[config.mk]
export PLATFORM = sky130hd
export DESIGN_NAME = apb_master_ctrl_flat
export DESIGN_NICKNAME = d
export VERILOG_FILES = /design/src/rtl/apb_global_pkg.sv /design/src/rtl/apb_master_ctrl_if.sv /design/src/rtl/apb_addr_decoder.sv /design/src/rtl/apb_master_ctrl.sv /design/src/flat_wrapper.sv
export SDC_FILE = /design/constraint.sdc
export NUM_CORES = 1
export LEC_CHECK = 0
export ABC_AREA = 0
export ABC_CLOCK_PERIOD_IN_PS = 2600
export CAP_MARGIN = 20
export CELL_PAD_IN_SITES_DETAIL_PLACEMENT = 1
export CELL_PAD_IN_SITES_GLOBAL_PLACEMENT = 2
export CORE_MARGIN = 5
export CORE_UTILIZATION = 25
export DETAILED_ROUTE_END_ITERATION = 7
export GPL_TIMING_DRIVEN = 0
export HOLD_SLACK_MARGIN = 0.06
export PLACE_DENSITY_LB_ADDON = 0.12
export SETUP_SLACK_MARGIN = 0.05
export SYNTH_ARGS = -nofsm -noshare
export SYNTH_HDL_FRONTEND = slang
export SYNTH_SLANG_ARGS = --single-unit
[constraint.sdc]
create_clock -name pclk -period 2.6 [get_ports pclk]
set_input_delay 0.26 -clock pclk [delete_from_list [all_inputs] [get_ports pclk]]
set_output_delay 0.26 -clock pclk [all_outputs]
set_load 0.02 [all_outputs]
[src/rtl/apb_global_pkg.sv]
// Shared APB widths, address map defaults and the transfer/protection/controller-state types.
// Every APB block and the VIP agents import this package.
package apb_global_pkg;

  localparam int NO_OF_SLAVES      = 1;
  localparam int ADDRESS_WIDTH     = 32;
  localparam int DATA_WIDTH        = 32;
  localparam int SLAVE_MEMORY_SIZE = 12;
  localparam int SLAVE_MEMORY_GAP  = 2;
  localparam int MAX_WAIT_STATES   = 16;

  typedef enum logic {
    READ  = 1'b0,
    WRITE = 1'b1
  } tx_type_e;

  typedef enum logic [2:0] {
    NORMAL_SECURE_DATA               = 3'b000,
    PRIVILEGED_SECURE_DATA           = 3'b001,
    NORMAL_NONSECURE_DATA            = 3'b010,
    PRIVILEGED_NONSECURE_DATA        = 3'b011,
    NORMAL_SECURE_INSTRUCTION        = 3'b100,
    PRIVILEGED_SECURE_INSTRUCTION    = 3'b101,
    NORMAL_NONSECURE_INSTRUCTION     = 3'b110,
    PRIVILEGED_NONSECURE_INSTRUCTION = 3'b111
  } protection_type_e;

  typedef enum logic [1:0] {
    IDLE   = 2'd0,
    SETUP  = 2'd1,
    ACCESS = 2'd2
  } apb_ctrl_state_e;

endpackage

[src/rtl/apb_master_ctrl_if.sv]
// APB3/APB4 bus bundle between one master and its slaves; pselx is one-hot per slave.
// No storage here: timing and backpressure (pready) belong to the endpoints.
interface apb_master_ctrl_if #(
  parameter int NO_OF_SLAVES  = apb_global_pkg::NO_OF_SLAVES,
  parameter int ADDRESS_WIDTH = apb_global_pkg::ADDRESS_WIDTH,
  parameter int DATA_WIDTH    = apb_global_pkg::DATA_WIDTH
) ();

  logic [NO_OF_SLAVES-1:0]   pselx;
  logic                      penable;
  logic                      pwrite;
  logic [ADDRESS_WIDTH-1:0]  paddr;
  logic [DATA_WIDTH-1:0]     pwdata;
  logic [DATA_WIDTH/8-1:0]   pstrb;
  logic [2:0]                pprot;
  logic                      pready;
  logic                      pslverr;
  logic [DATA_WIDTH-1:0]     prdata;

  modport master (
    output pselx, penable, pwrite, paddr, pwdata, pstrb, pprot,
    input  pready, pslverr, prdata
  );

  modport slave (
    input  pselx, penable, pwrite, paddr, pwdata, pstrb, pprot,
    output pready, pslverr, prdata
  );

endinterface

[src/rtl/apb_addr_decoder.sv]
// Combinational address-window decoder: one-hot select plus hit flag, zero latency.
// Window i covers [i*(SIZE KB + GAP), i*(SIZE KB + GAP) + SIZE KB - 1]; compares never wrap.
module apb_addr_decoder #(
  parameter int NO_OF_SLAVES      = apb_global_pkg::NO_OF_SLAVES,
  parameter int ADDRESS_WIDTH     = apb_global_pkg::ADDRESS_WIDTH,
  parameter int DATA_WIDTH        = apb_global_pkg::DATA_WIDTH,
  parameter int SLAVE_MEMORY_SIZE = apb_global_pkg::SLAVE_MEMORY_SIZE,
  parameter int SLAVE_MEMORY_GAP  = apb_global_pkg::SLAVE_MEMORY_GAP,
  parameter int MAX_WAIT_STATES   = apb_global_pkg::MAX_WAIT_STATES
) (
  input  logic [ADDRESS_WIDTH-1:0] addr_i,
  output logic [NO_OF_SLAVES-1:0]  sel_o,
  output logic                     hit_o
);

  localparam int unsigned WIN_BYTES  = SLAVE_MEMORY_SIZE * 1024;
  localparam int unsigned WIN_STRIDE = WIN_BYTES + SLAVE_MEMORY_GAP;
  // Headroom so window bases/limits past the address space simply never match.
  localparam int          EXT_W      = ADDRESS_WIDTH + 33;
  // An illegal configuration decodes nothing, so every request returns a decode error.
  localparam bit          CFG_OK     = (DATA_WIDTH % 8 == 0) && (MAX_WAIT_STATES >= 1);

  logic [EXT_W-1:0] addr_ext;

  assign addr_ext = {33'd0, addr_i};

  for (genvar g = 0; g < NO_OF_SLAVES; g++) begin : g_win
    localparam logic [EXT_W-1:0] BASE  = EXT_W'(g) * EXT_W'(WIN_STRIDE);
    localparam logic [EXT_W-1:0] LIMIT = BASE + EXT_W'(WIN_BYTES) - EXT_W'(1);
    assign sel_o[g] = (addr_ext >= BASE) && (addr_ext <= LIMIT);
  end

  assign hit_o = CFG_OK && (|sel_o);

endmodule

[src/rtl/apb_master_ctrl.sv]
// APB master sequencer: accept -> SETUP -> ACCESS, response 3 cycles after accept (+1 per wait state, 1 for decode error).
// One request in flight; req_ready drops while a transfer is on the bus, responses are never backpressured.
module apb_master_ctrl #(
  parameter int NO_OF_SLAVES      = apb_global_pkg::NO_OF_SLAVES,
  parameter int ADDRESS_WIDTH     = apb_global_pkg::ADDRESS_WIDTH,
  parameter int DATA_WIDTH        = apb_global_pkg::DATA_WIDTH,
  parameter int SLAVE_MEMORY_SIZE = apb_global_pkg::SLAVE_MEMORY_SIZE,
  parameter int SLAVE_MEMORY_GAP  = apb_global_pkg::SLAVE_MEMORY_GAP,
  parameter int MAX_WAIT_STATES   = apb_global_pkg::MAX_WAIT_STATES
) (
  input  logic                      pclk,
  input  logic                      preset_n,
  input  logic                      req_valid,
  output logic                      req_ready,
  input  logic                      req_write,
  input  logic [ADDRESS_WIDTH-1:0]  req_addr,
  input  logic [DATA_WIDTH-1:0]     req_wdata,
  input  logic [DATA_WIDTH/8-1:0]   req_strb,
  input  logic [2:0]                req_prot,
  output logic                      rsp_valid,
  output logic [DATA_WIDTH-1:0]     rsp_rdata,
  output logic                      rsp_slverr,
  output logic                      rsp_decerr,
  output logic                      rsp_timeout,
  apb_master_ctrl_if.master         apb
);

  import apb_global_pkg::*;

  localparam int STRB_W = DATA_WIDTH / 8;
  localparam int WCNT_W = $clog2(MAX_WAIT_STATES + 1);

  apb_ctrl_state_e           state_q;
  logic                      en_q;
  logic [WCNT_W-1:0]         wait_q;
  logic [WCNT_W-1:0]         wait_d;
  logic [NO_OF_SLAVES-1:0]   dec_sel;
  logic                      dec_hit;
  logic [NO_OF_SLAVES-1:0]   pselx_q;
  logic                      penable_q;
  tx_type_e                  dir_q;
  logic [ADDRESS_WIDTH-1:0]  paddr_q;
  logic [DATA_WIDTH-1:0]     pwdata_q;
  logic [STRB_W-1:0]         pstrb_q;
  protection_type_e          pprot_q;
  logic                      rsp_valid_q;
  logic [DATA_WIDTH-1:0]     rsp_rdata_q;
  logic                      rsp_slverr_q;
  logic                      rsp_decerr_q;
  logic                      rsp_timeout_q;

  apb_addr_decoder #(
    .NO_OF_SLAVES      (NO_OF_SLAVES),
    .ADDRESS_WIDTH     (ADDRESS_WIDTH),
    .DATA_WIDTH        (DATA_WIDTH),
    .SLAVE_MEMORY_SIZE (SLAVE_MEMORY_SIZE),
    .SLAVE_MEMORY_GAP  (SLAVE_MEMORY_GAP),
    .MAX_WAIT_STATES   (MAX_WAIT_STATES)
  ) u_addr_decoder (
    .addr_i (req_addr),
    .sel_o  (dec_sel),
    .hit_o  (dec_hit)
  );

  // en_q keeps req_ready low for the first cycle after reset release.
  assign req_ready = en_q && (state_q == IDLE);
  assign wait_d    = wait_q + WCNT_W'(1);

  always_ff @(posedge pclk or negedge preset_n) begin
    if (!preset_n) begin
      state_q       <= IDLE;
      en_q          <= 1'b0;
      wait_q        <= '0;
      pselx_q       <= '0;
      penable_q     <= 1'b0;
      dir_q         <= READ;
      paddr_q       <= '0;
      pwdata_q      <= '0;
      pstrb_q       <= '0;
      pprot_q       <= NORMAL_SECURE_DATA;
      rsp_valid_q   <= 1'b0;
      rsp_rdata_q   <= '0;
      rsp_slverr_q  <= 1'b0;
      rsp_decerr_q  <= 1'b0;
      rsp_timeout_q <= 1'b0;
    end else begin
      en_q          <= 1'b1;
      rsp_valid_q   <= 1'b0;
      rsp_rdata_q   <= '0;
      rsp_slverr_q  <= 1'b0;
      rsp_decerr_q  <= 1'b0;
      rsp_timeout_q <= 1'b0;
      case (state_q)
        IDLE: begin
          if (req_valid && req_ready) begin
            if (dec_hit) begin
              state_q  <= SETUP;
              wait_q   <= '0;
              pselx_q  <= dec_sel;
              dir_q    <= tx_type_e'(req_write);
              paddr_q  <= req_addr;
              pwdata_q <= req_wdata;
              pstrb_q  <= req_write ? req_strb : '0;
              pprot_q  <= protection_type_e'(req_prot);
            end else begin
              rsp_valid_q  <= 1'b1;
              rsp_decerr_q <= 1'b1;
            end
          end
        end
        SETUP: begin
          state_q   <= ACCESS;
          penable_q <= 1'b1;
        end
        ACCESS: begin
          // pslverr only means something once the slave signals pready.
          if (apb.pready) begin
            state_q      <= IDLE;
            pselx_q      <= '0;
            penable_q    <= 1'b0;
            rsp_valid_q  <= 1'b1;
            rsp_slverr_q <= apb.pslverr;
            rsp_rdata_q  <= (dir_q == READ && !apb.pslverr) ? apb.prdata : '0;
          end else if (wait_q == WCNT_W'(MAX_WAIT_STATES)) begin
            state_q       <= IDLE;
            pselx_q       <= '0;
            penable_q     <= 1'b0;
            rsp_valid_q   <= 1'b1;
            rsp_timeout_q <= 1'b1;
          end else begin
            wait_q <= wait_d;
          end
        end
        default: begin
          state_q   <= IDLE;
          pselx_q   <= '0;
          penable_q <= 1'b0;
        end
      endcase
    end
  end

  assign apb.pselx   = pselx_q;
  assign apb.penable = penable_q;
  assign apb.pwrite  = (dir_q == WRITE);
  assign apb.paddr   = paddr_q;
  assign apb.pwdata  = pwdata_q;
  assign apb.pstrb   = pstrb_q;
  assign apb.pprot   = pprot_q;

  assign rsp_valid   = rsp_valid_q;
  assign rsp_rdata   = rsp_rdata_q;
  assign rsp_slverr  = rsp_slverr_q;
  assign rsp_decerr  = rsp_decerr_q;
  assign rsp_timeout = rsp_timeout_q;

endmodule

[src/flat_wrapper.sv]
// flat-port wrapper written by rule: the top's interface ports become plain ports
module apb_master_ctrl_flat import apb_global_pkg::*;
#(
  parameter int NO_OF_SLAVES      = apb_global_pkg::NO_OF_SLAVES,
  parameter int ADDRESS_WIDTH     = apb_global_pkg::ADDRESS_WIDTH,
  parameter int DATA_WIDTH        = apb_global_pkg::DATA_WIDTH,
  parameter int SLAVE_MEMORY_SIZE = apb_global_pkg::SLAVE_MEMORY_SIZE,
  parameter int SLAVE_MEMORY_GAP  = apb_global_pkg::SLAVE_MEMORY_GAP,
  parameter int MAX_WAIT_STATES   = apb_global_pkg::MAX_WAIT_STATES
)
  (pclk, preset_n, req_valid, req_ready, req_write, req_addr, req_wdata, req_strb, req_prot, rsp_valid, rsp_rdata, rsp_slverr, rsp_decerr, rsp_timeout, apb_pselx, apb_penable, apb_pwrite, apb_paddr, apb_pwdata, apb_pstrb, apb_pprot, apb_pready, apb_pslverr, apb_prdata);
  apb_master_ctrl_if #(.NO_OF_SLAVES(NO_OF_SLAVES), .ADDRESS_WIDTH(ADDRESS_WIDTH), .DATA_WIDTH(DATA_WIDTH)) apb_i ();
  input  logic pclk;
  input  logic preset_n;
  input  logic req_valid;
  output logic req_ready;
  input  logic req_write;
  input  logic [ADDRESS_WIDTH-1:0] req_addr;
  input  logic [DATA_WIDTH-1:0] req_wdata;
  input  logic [DATA_WIDTH/8-1:0] req_strb;
  input  logic [2:0] req_prot;
  output logic rsp_valid;
  output logic [DATA_WIDTH-1:0] rsp_rdata;
  output logic rsp_slverr;
  output logic rsp_decerr;
  output logic rsp_timeout;
  output wire logic [$bits(apb_i.pselx)-1:0] apb_pselx;
  output wire logic [$bits(apb_i.penable)-1:0] apb_penable;
  output wire logic [$bits(apb_i.pwrite)-1:0] apb_pwrite;
  output wire logic [$bits(apb_i.paddr)-1:0] apb_paddr;
  output wire logic [$bits(apb_i.pwdata)-1:0] apb_pwdata;
  output wire logic [$bits(apb_i.pstrb)-1:0] apb_pstrb;
  output wire logic [$bits(apb_i.pprot)-1:0] apb_pprot;
  input wire logic [$bits(apb_i.pready)-1:0] apb_pready;
  input wire logic [$bits(apb_i.pslverr)-1:0] apb_pslverr;
  input wire logic [$bits(apb_i.prdata)-1:0] apb_prdata;
  assign apb_pselx = apb_i.pselx;
  assign apb_penable = apb_i.penable;
  assign apb_pwrite = apb_i.pwrite;
  assign apb_paddr = apb_i.paddr;
  assign apb_pwdata = apb_i.pwdata;
  assign apb_pstrb = apb_i.pstrb;
  assign apb_pprot = apb_i.pprot;
  assign apb_i.pready = apb_pready;
  assign apb_i.pslverr = apb_pslverr;
  assign apb_i.prdata = apb_prdata;
  apb_master_ctrl #(.NO_OF_SLAVES(NO_OF_SLAVES), .ADDRESS_WIDTH(ADDRESS_WIDTH), .DATA_WIDTH(DATA_WIDTH), .SLAVE_MEMORY_SIZE(SLAVE_MEMORY_SIZE), .SLAVE_MEMORY_GAP(SLAVE_MEMORY_GAP), .MAX_WAIT_STATES(MAX_WAIT_STATES)) u_core (.pclk(pclk), .preset_n(preset_n), .req_valid(req_valid), .req_ready(req_ready), .req_write(req_write), .req_addr(req_addr), .req_wdata(req_wdata), .req_strb(req_strb), .req_prot(req_prot), .rsp_valid(rsp_valid), .rsp_rdata(rsp_rdata), .rsp_slverr(rsp_slverr), .rsp_decerr(rsp_decerr), .rsp_timeout(rsp_timeout), .apb(apb_i));
endmodule
==> results.md, run 1 <==
- The cell count after synthesis came out at 288.
- Max-cap violations in this run came to 0.
- The static leakage is approximately 0.0034 uW.
- After the last flow step, the layout net total stands at 639.
- From synthesis to final layout, the design area changed by 74.5%.
- The count of buffer and inverter cells on the critical path is 2.
- The HPWL after detailed placement is 9690 um.
- The headroom to the max-slew limit is 36.8%.
- The worst setup path is captured at a flip-flop.
- The CTS tree is done.
- The number of pins with negative max-slew slack in the final report is 0.
- The path type of the worst min-delay path is in2async.
- The worst setup path is launched from a flip-flop.
- The tree is rooted in a clkbuf_16.
- The number of search-and-repair iterations in the first detailed-routing pass is 4.
- The wire length of the first global-routing pass is 20100 um.
- Sequential cells were found to cover between 60 and 70% of the synthesized design area.
- At the end of routability-driven placement, the weighted congestion stood at 0.717.
- Setup repair after global routing left no endpoint under its margin.
- In this run the critical register-to-register path is captured at u_core.apb.paddr[2]$_DFFE_PN0P_.
- The area of the mapped netlist is 4270 um^2.
- The starting density of the core is 25.6%.
- Counting every sink on the clock net gives 118.
- For this run the aggregate overflow at the end of global routing stands at 0.
- The worst register-to-register path begins at u_core.state_q[0]$_DFFE_PN0P_.
- The H-tree generated during clock tree synthesis spans 4 levels.
- Static timing analysis puts the maximum clock frequency at 438 MHz.
- The number of hold violations in the final report came to 0.
- The number of clock buffers inserted by TritonCTS is 17.
- The average footprint of a synthesized cell is 14.8 um^2.
- The total negative slack is 0 ns.
- The kind of cell adding the most delay to the critical path is simple AND/OR/NAND/NOR gates.
- Data on the critical path is required at its endpoint by 2.89 ns.
- The number of distinct library cell variants in the gate-level netlist after synthesis is 33.
- The arrival time reported for the critical path endpoint is roughly 2.6 ns.
- The slowest stage of the critical path belongs to the cell nor4_4.
- The number of flops mapped to enable cells by yosys is 0.
- Cells fill 44.8% of the core in the end.
- The clock-pin slew on the worst setup and hold paths is approximately 0.05 ns.
- The number of post-CTS setup repair buffers is 0.
- The standard-cell row count is 47.
- Wires add up to 12700 um.
- The total die area is 19800 um^2.
- The top-level port count is 220.
- In this run the worst path has a maximum fanout of 10.
- Traced cell by cell, the critical path runs through nor3b_1 -> nand2_1 -> nor4_4 -> buf_4 -> buf_6 -> mux2_1.
- Global routing used roughly an eighth of the available tracks.
- The critical path crosses 6 cells after its start point.
- Clock skew on the completed layout was measured at 0.00678 ns.
- The transition time at the pin with the least slew margin is 0.934 ns.
- Across the VDD grid, the largest voltage drop is between 0.4 and 0.5 mV.
- The category of the critical setup timing path is reg2reg.
- The final period demand of the worst path is about 2.3 ns.
- The die span in x is 141 um.
- The fraction of synthesis flops using an asynchronous set or reset pin is between 90% and 100%.
- The number of antenna violations at the first check in global routing is 0.
- The layout has around 1700 filler cells.
- Summing internal, switching and leakage power gives around 4800 uW.
- The core region is 16600 um^2.
- In the routed layout, each cell is associated on average with a via count of 4.13.
- During synthesis, Yosys emitted a total of 0 warnings.
- Dividing total power by cell area gives a power density of 639 nW/um^2.
- The number of global-route vias before repair came to 3586.
- The violation count after the first detailed-route iteration is 51.
- After detailed routing, the average wire length per cell comes to 16.7 um.
- The worst hold-check slack is between 0.2 and 0.3 ns.
- The commonest register cell after synthesis is dfrtp_1.
- Entering global routing, the biggest net connects 95 pins.
- The floorplan die height is 141 um.
- After detailed routing, the number of remaining DRC violations is 0.
- The fraction of layout cells with a size suffix above 1 is 15.9%.
- In this run the remaining antenna-violating nets after routing total 0.
- The repair_antennas step left the layout with diodes totalling 0.
- The count of port buffers added during placement is around 220.
- No sink is reached through more buffers than the 2 on the longest clock path.
- For flop-to-flop paths, the worst setup slack is 0.32 ns.
- The final route contains 3140 vias.
- The clock insertion delay at the later pin of the skew report is around 0.4 ns.
- The final worst-path cycle share is 87.8%.
- The run finished with clean final reports.
- The number of setup violations in the final report is 0.
- The number of cells on the worst reg-to-reg path is 6.
- The synthesized design contains between 100 and 150 register bits.
- The total nets after synthesis is 399.
- The biggest cell delay along the critical path is between 0.4 and 0.5 ns.
==> flip-flops by register name, indices dropped and copies added (netlist names) <==
signal              cells
u_core.apb.paddr       32
u_core.apb.penable      1
u_core.apb.pprot        3
u_core.apb.pselx        1
u_core.apb.pstrb        4
u_core.apb.pwdata      32
u_core.apb.pwrite       1
u_core.en_q             1
u_core.rsp_decerr       1
u_core.rsp_rdata       32
u_core.rsp_slverr       1
u_core.rsp_timeout      1
u_core.rsp_valid        1
u_core.state_q          2
u_core.wait_q           5
==> report_power, final <==
| group | internal, uW | leakage (uW) | switching (uW) |
|---|---|---|---|
| logic | 159 | 0.00148 | 74.3 |
| clock network | 1870 | 0.000325 | 800 |
| registers | 1840 | 0.00162 | 5.47 |
==> final cells by class <==
type,instances,area (um^2),share of cell area (%)
clock inverter,8,193,2.59
sequential,118,2950,39.6
timing repair buffer,221,2230,30.0
multi-input combinational,152,1230,16.5
clock buffer,24,482,6.47
inverter,7,26.3,0.353
buffer,11,62.6,0.840
tap,220,275,3.70
==> routing by layer <==
metal  GRT usage (%)  part of all wire (%)  up-vias
met3            9.45                    15       18
met2            20.1                    45      159
met1            14.2                    38     1516
met4            5.05                   1.9        0
li1                -                     -     1447
met5               0                     0        -
==> cell usage in the layout, fill, tap and decap left out, types with 2 or more instances in the layout <==
| master | instances |
|---|---|
| nor2_1 | 5 |
| clkbuf_1 | 7 |
| mux2_1 | 3 |
| buf_6 | 2 |
| nor3_1 | 2 |
| nand4_1 | 2 |
| nand2_1 | 9 |
| and2_1 | 32 |
| clkbuf_8 | 3 |
| nor3b_1 | 2 |
| mux2_2 | 47 |
| mux2i_1 | 4 |
| nor2b_1 | 18 |
| dfrtp_1 | 118 |
| clkbuf_16 | 17 |
| bufinv_16 | 6 |
| buf_2 | 5 |
| nand3_1 | 4 |
| buf_4 | 2 |
| o21ai_0 | 3 |
| xor2_1 | 3 |
| nor4_1 | 4 |
| inv_1 | 7 |
| clkdlybuf4s50_1 | 218 |
| ha_1 | 2 |
==> metrics by stage <==
| stage | worst slack, ns | cell area, um^2 | instances |
|---|---|---|---|
| 6_report | 0.317 | 7450 | 761 |
| 5_1_grt | 0.110 | 7450 | 761 |
| 4_1_cts | 0.192 | 7450 | 761 |
| 3_5_place_dp | -0.101 | 6760 | 728 |
| 3_3_place_gp | -3.61 | 6740 | 727 |
| 2_1_floorplan | 0.201 | 4270 | 288 |
==> cell usage after synthesis, types with 3 or more instances <==
library cell    n  area share (%)
inv_1           7            0.62
xor2_1          3            0.62
mux2_2         47              12
buf_2           5            0.59
o21ai_0         3            0.35
mux2_1          3            0.79
nor2b_1        18             2.6
nand3_1         4            0.47
clkbuf_1        3            0.26
nand2_1         9            0.79
and2_1         32             4.7
nor2_1          5            0.44
dfrtp_1       118              69
nor4_1          4            0.59
mux2i_1         4            0.94
==> logic make-up after synthesis <==
logic type | Yosys count | share of synthesized area, %
DFF | 118 | 69.2
and+or+nand+nor | 84 | 12.1
muxes | 54 | 14.1
buffers and inverters | 18 | 2.08
AOI/OAI and AO/OA | 8 | 1.23
xor gates and xnor gates | 3 | 0.616
adders and majority gates | 2 | 0.586
other | 1 | 0.0879
==> worst max-delay path by stage <==
stage                                       start                               to  slack [ns]
global route        u_core.state_q[0]$_DFFE_PN0P_  u_core.apb.paddr[3]$_DFFE_PN0P_        0.11
floorplan           u_core.state_q[0]$_DFFE_PN0P_  u_core.apb.paddr[2]$_DFFE_PN0P_        0.20
finish              u_core.state_q[0]$_DFFE_PN0P_  u_core.apb.paddr[2]$_DFFE_PN0P_        0.32
global placement                         preset_n   u_core.rsp_rdata[16]$_DFF_PN0_       -3.61
CTS                 u_core.state_q[0]$_DFFE_PN0P_  u_core.apb.paddr[2]$_DFFE_PN0P_        0.19
detailed placement                   req_addr[31]  u_core.apb.paddr[2]$_DFFE_PN0P_       -0.10
==> repair_timing <==
action	in CTS	in global routing
resized for setup	0	0
hold buffers	1	0
endpoints found under the setup margin	0	0
hold endpoints to repair	24	0
No activity file was read; power rests on OpenSTA's default activity.
==> run 2: changes to the inputs <==
ABC_AREA = not set   (was 0)
==> results of run 2 <==
No change in the layout: final DEF, timing and power equal those of run 1.
